--- config.mk ---
export PLATFORM = sky130hd
export DESIGN_NAME = pit_irq_ctrl
export DESIGN_NICKNAME = d
export VERILOG_FILES = /design/src/rtl/pit_irq_ctrl.sv
export SDC_FILE = /design/constraint.sdc
export NUM_CORES = 1
export LEC_CHECK = 0
export CAP_MARGIN = 30
export CORE_MARGIN = 3
export CORE_UTILIZATION = 40
export CTS_BUF_LIST = sky130_fd_sc_hd__clkbuf_4 sky130_fd_sc_hd__clkbuf_8
export DETAILED_ROUTE_END_ITERATION = 6
export HOLD_SLACK_MARGIN = 0.05
export PLACE_DENSITY = 0.76
export SLEW_MARGIN = 20
export SYNTH_ARGS = -nofsm -noshare
export SYNTH_HDL_FRONTEND = slang
export SYNTH_SLANG_ARGS = --single-unit
--- constraint.sdc ---
create_clock -name clk -period 1.4 [get_ports clk]
set_clock_uncertainty 0.1 [all_clocks]
set_input_delay 0.21 -clock clk [delete_from_list [all_inputs] [get_ports clk]]
set_output_delay 0.21 -clock clk [all_outputs]
set_load 0.005 [all_outputs]
--- src/rtl/pit_irq_ctrl.sv ---
// pit_irq_ctrl
//   Collects one-cycle interrupt pulses from NUM_SRC interval-timer channels
//   into one level interrupt line. Each pulse is latched as pending. A
//   per-source enable mask gates eligibility. One eligible source at a time is
//   granted by round-robin and held until the consumer acknowledges it. A
//   source that fires again while still pending sets a sticky overrun flag.
//
// Ports
//   clk        sole clock, rising edge
//   rst_n      synchronous active-low reset
//   irq_in     per-source interrupt pulses
//   mask_wr    mask write strobe
//   mask_data  new enable mask (1 = enabled), loaded on mask_wr
//   ack        consumer acknowledge of the current grant
//   irq_out    level interrupt toward the consumer
//   irq_id     granted source index, valid while irq_out is high
//   pending    raw pending bits (before masking)
//   overrun    sticky per-source overrun flags
//
// state  | meaning
// -------+------------------------------------------------------------
// IDLE   | no grant; arbitrate over pending & mask each cycle
// ASSERT | irq_out high, irq_id frozen; wait for ack
module pit_irq_ctrl #(
  parameter int NUM_SRC = 4,
  parameter int ID_W    = $clog2(NUM_SRC)
) (
  input  logic               clk,
  input  logic               rst_n,
  input  logic [NUM_SRC-1:0] irq_in,
  input  logic               mask_wr,
  input  logic [NUM_SRC-1:0] mask_data,
  input  logic               ack,
  output logic               irq_out,
  output logic [ID_W-1:0]    irq_id,
  output logic [NUM_SRC-1:0] pending,
  output logic [NUM_SRC-1:0] overrun
);

  typedef enum logic {IDLE = 1'b0, ASSERT = 1'b1} state_t;

  state_t             state_q, state_d;
  logic [NUM_SRC-1:0] pending_q, overrun_q, mask_q;
  logic [ID_W-1:0]    irq_id_q, irq_id_d;
  logic [ID_W-1:0]    last_q, last_d;
  logic [NUM_SRC-1:0] elig;
  logic [NUM_SRC-1:0] clr;
  logic [ID_W-1:0]    pick;
  logic [ID_W-1:0]    idx_v;
  logic               found;

  assign elig = pending_q & mask_q;

  // Round-robin: first eligible source scanning upward from last+1.
  always_comb begin
    found = 1'b0;
    pick  = '0;
    idx_v = '0;
    for (int k = 1; k <= NUM_SRC; k++) begin
      idx_v = ID_W'((int'(last_q) + k) % NUM_SRC);
      if (!found && elig[idx_v]) begin
        found = 1'b1;
        pick  = idx_v;
      end
    end
  end

  always_comb begin
    state_d  = state_q;
    irq_id_d = irq_id_q;
    last_d   = last_q;
    clr      = '0;
    case (state_q)
      IDLE: begin
        if (found) begin
          state_d  = ASSERT;
          irq_id_d = pick;
          last_d   = pick;
        end
      end
      ASSERT: begin
        if (ack) begin
          state_d = IDLE;
          clr     = NUM_SRC'(1) << irq_id_q;
        end
      end
      default: state_d = IDLE;
    endcase
  end

  always_ff @(posedge clk) begin
    if (!rst_n) begin
      state_q   <= IDLE;
      irq_id_q  <= '0;
      last_q    <= ID_W'(NUM_SRC - 1);
      pending_q <= '0;
      overrun_q <= '0;
      mask_q    <= '0;
    end else begin
      state_q   <= state_d;
      irq_id_q  <= irq_id_d;
      last_q    <= last_d;
      // A new pulse on the source being acked wins over the clear, so the
      // event is regranted; its overrun is still cleared by the ack.
      pending_q <= (pending_q & ~clr) | irq_in;
      overrun_q <= (overrun_q | (irq_in & pending_q)) & ~clr;
      if (mask_wr) mask_q <= mask_data;
    end
  end

  assign irq_out = (state_q == ASSERT);
  assign irq_id  = irq_id_q;
  assign pending = pending_q;
  assign overrun = overrun_q;

endmodule
==> impl_results.md <==
- Status: completed
- Internal: between 0.7 and 0.8 mW
- Synth area leader: dfxtp_1
- Min-delay worst type: input pin to flip-flop
- Initial antenna violation count: 0
- Hold_sp: irq_in[3]
- Total Routed Length: about 2100 µm
- Critical path startpoint category: flip-flop
- Fmax: 721.4 MHz
- Tightest Pin Transition: approximately 0.25 ns
- PD cells: about 880 nW/µm²
- GRT overflow: 0
- Flop-to-flop setup slack: 0.01 ns
- CTS tree: built
- Top post-synthesis cells by area: dfxtp_1 (47%), a21oi_1 (6.9%), nor2b_1 (6.9%)
- Final Net Count: around 140
- Post-Syn Instances: 76
- Reg power frac: just over 50%
- Relative slew margins: 83.15%
- Asr flop ratio synth: 0%
- Htree depth: 1
- Max_cap viols: 0
- Syn_nets: 88
- Crit path time final: ~1.4 ns
- DP Wirelength: 1327 µm
- Most frequent cells after synthesis: dfxtp_1 (17), a21oi_1 (10), nor2b_1 (8)
- CP max FO: 4
- Avg Inst Size Synth: approximately 9.5 µm²
- IO Port Bufs: 22
- Depth of the worst hold-timing path: 3
- Synthesis Warnings: 0
- Simple-gate share of the synthesized area: between 20% and 30%
- Core Area: between 1500 and 2000 µm²
- Area delta synth->final: 69.66%
- DIE AREA: 2361 µm²
- TritonRoute pass-1 iters: 4
- Synth cell types: 26
- Design area: approximately 1200 µm²
- Wire length per cell: ~14 µm
- Multiplexer area fraction after synthesis: roughly 5.5%
- R2R Path Start: pending[3]$_SDFF_PN0_
- Synth Area in Compound Gates: 19.83%
- Clock Power Share: between 20% and 30%
- Clk sinks: 17
- Antenna fix cells: 0
- Combinational share of power: 25.0%
- Leading cell type by number of instances after synthesis: dfxtp_1
- Xor and xnor area share after synthesis: 0%
- Post-synth top flop: dfxtp_1
- Clock slew at reported path FFs: approximately 0.1 ns
- Flops & latches, synth: 17
- Crit end category: flip-flop
- Vias in the first global route: around 750
- Die Height: roughly 50 µm
- Psw: 0.2939 mW
- DP Cell Count: ~140
- Adder-cell share of the synthesized area: 0%
- Reg2reg end: last_q[0]$_SDFFE_PN1P_
- Tcrit/Tclk final: 99.01%
- Clock tree buffer depth: 2
- Number of synthesized flops with an enable pin: 0
- Num CTS Buffers: 3
- Number of I/O pins: 23
- Hold Buf Count CTS: 0
- Largest net degree at the start of global routing: 12
- DRT antenna net count: 0
- Data arrival, critical path: 1.47 ns
- Die Width: 48.60 µm
- Later-pin clock latency in the skew report: about 0.3 ns
- Core Rows: 14
- Clk root buf: clkbuf_4
- Switching Fraction: about 27%
- First-pass GRT wire length: 3291 µm
- Vias: 748
- Worst Reg-to-Reg Cells: 6
- Tot GR Track Use: between 10% and 20%
- Initial DRC Count: 20
- DRC: 0
- Sequential-to-total area share from yosys stat: 46.90%
- Crit Path Category: flip-flop to flip-flop
- Combinational family with the most area after synthesis: simple AND/OR/NAND/NOR gates
- VDD IR-drop max: approximately 600 µV
- GP Congestion: between 0.7 and 0.8
- Slew Viols, Final: 0
- LEAKAGE: roughly 0.56 nW
- Top cell type's share of synthesized area: between 40% and 50%
- Final std cells w/o fill: approximately 150
- Min-Delay Endpoint: pending[3]$_SDFF_PN0_
- Vias per inst: about 5
- Setup Viol. Count Final: 0
- Starting Density: 45.03%
- Layout cells sized above 1: 39.02%
- Dpl cell area: 1084 µm²
- Final Hold Vio Count: 0
- Mapped cell area: between 700 and 800 µm²
- Required @ worst endpoint: 1.49 ns
==> how the worst max path moves through the flow <==
stage / from / to / slack, ns / cells after the start
after CTS: pending[0]$_SDFF_PN0_ / irq_id[1]$_SDFFE_PN0P_ / -0.002 / 6
final: pending[3]$_SDFF_PN0_ / last_q[0]$_SDFFE_PN1P_ / 0.01 / 6
after global routing: pending[0]$_SDFF_PN0_ / last_q[0]$_SDFFE_PN1P_ / -0.09 / 6
after floorplan: pending[3]$_SDFF_PN0_ / last_q[0]$_SDFFE_PN1P_ / 0.07 / 4
after detailed placement: ack / pending[0]$_SDFF_PN0_ / -0.06 / 5
after global placement: ack / pending[0]$_SDFF_PN0_ / 0.01 / 5
==> through the flow <==
step | setup WS (ns) | hold slack, ns | TNS (ns) | power [mW] | utilization, %
detailed placement | -0.06018 | 0.4257 | -0.06118 | 0.7891 | 67.24
global route | -0.08862 | 0.4284 | -0.1130 | 1.152 | 76.40
global placement | 0.01279 | 0.4188 | 0 | 0.7849 | 67.24
CTS | -0.002033 | 0.4181 | -0.002434 | 1.063 | 72.21
finish | 0.01389 | 0.4253 | 0 | 1.085 | 76.40
floorplan | 0.06559 | 0.2338 | 0 | 0.6433 | -
==> sequential cells by signal (all words and copies together), names as in the netlist <==
register  flops
pending       4
mask_q        4
last_q        2
irq_id        2
irq_out       1
overrun       4
==> cell type report <==
type	count	area (µm²)
Timing Repair Buffer	46	405.4
Multi-Input combinational cell	56	406.6
Clock inverter	1	5.005
Tap cell	24	30.03
Clock buffer	3	22.52
Fill cell	130	380.4
Sequential cell	17	361.6
==> placed cells by master (no fill, tap or decap), types with 2 or more instances in the layout <==
master / count
a21oi_1: 9
clkdlybuf4s50_1: 11
a22oi_2: 3
nand3b_1: 3
dfxtp_4: 3
nand4b_1: 2
o21ai_1: 2
mux2i_1: 4
nand3_1: 2
nor2b_1: 8
buf_4: 19
nor2_1: 3
nand2_1: 3
dfxtp_2: 8
buf_6: 5
and3b_1: 3
dlygate4sd2_1: 11
dfxtp_1: 6
clkbuf_4: 3
==> routing by layer <==
layer	global-route usage, %	vias to the layer above	part of all wire, %
met5	0	-	0
met4	8.531	0	2.5
met3	4.908	5	4.2
met2	30.73	21	49
met1	20.49	349	44
li1	-	373	-
==> power by group through the flow <==
stage / combinational (mW) / sequential (mW) / clock, mW
floorplan: 0.0811 / 0.562 / 0
global placement: 0.224 / 0.561 / 0
detailed placement: 0.226 / 0.563 / 0
CTS: 0.243 / 0.542 / 0.278
global route: 0.295 / 0.552 / 0.305
finish: 0.271 / 0.547 / 0.268
==> worst max-delay path, stage by stage (launching register included) <==
cell,delay [ns]
dfxtp_4,0.36
buf_6,0.12
buf_4,0.14
nand3_2,0.07
a21oi_2,0.07
nor4_4,0.31
o21ai_1,0.11
==> repair_timing <==
item                       4_1_cts  5_1_grt
setup endpoints to repair       11        4
hold endpoints to repair         0        0
gates resized for setup         25       14
setup buffers                    6        3
pin swaps                        0        9
==> cells by family (layout without fill, tap and decap cells) <==
logic type / Yosys count / in the layout
compound gates: 22 / 22
buf+inv: 3 / 50
mux: 4 / 4
flops: 17 / 17
simple gates: 30 / 30
No activity file was read; power rests on OpenSTA's default activity.
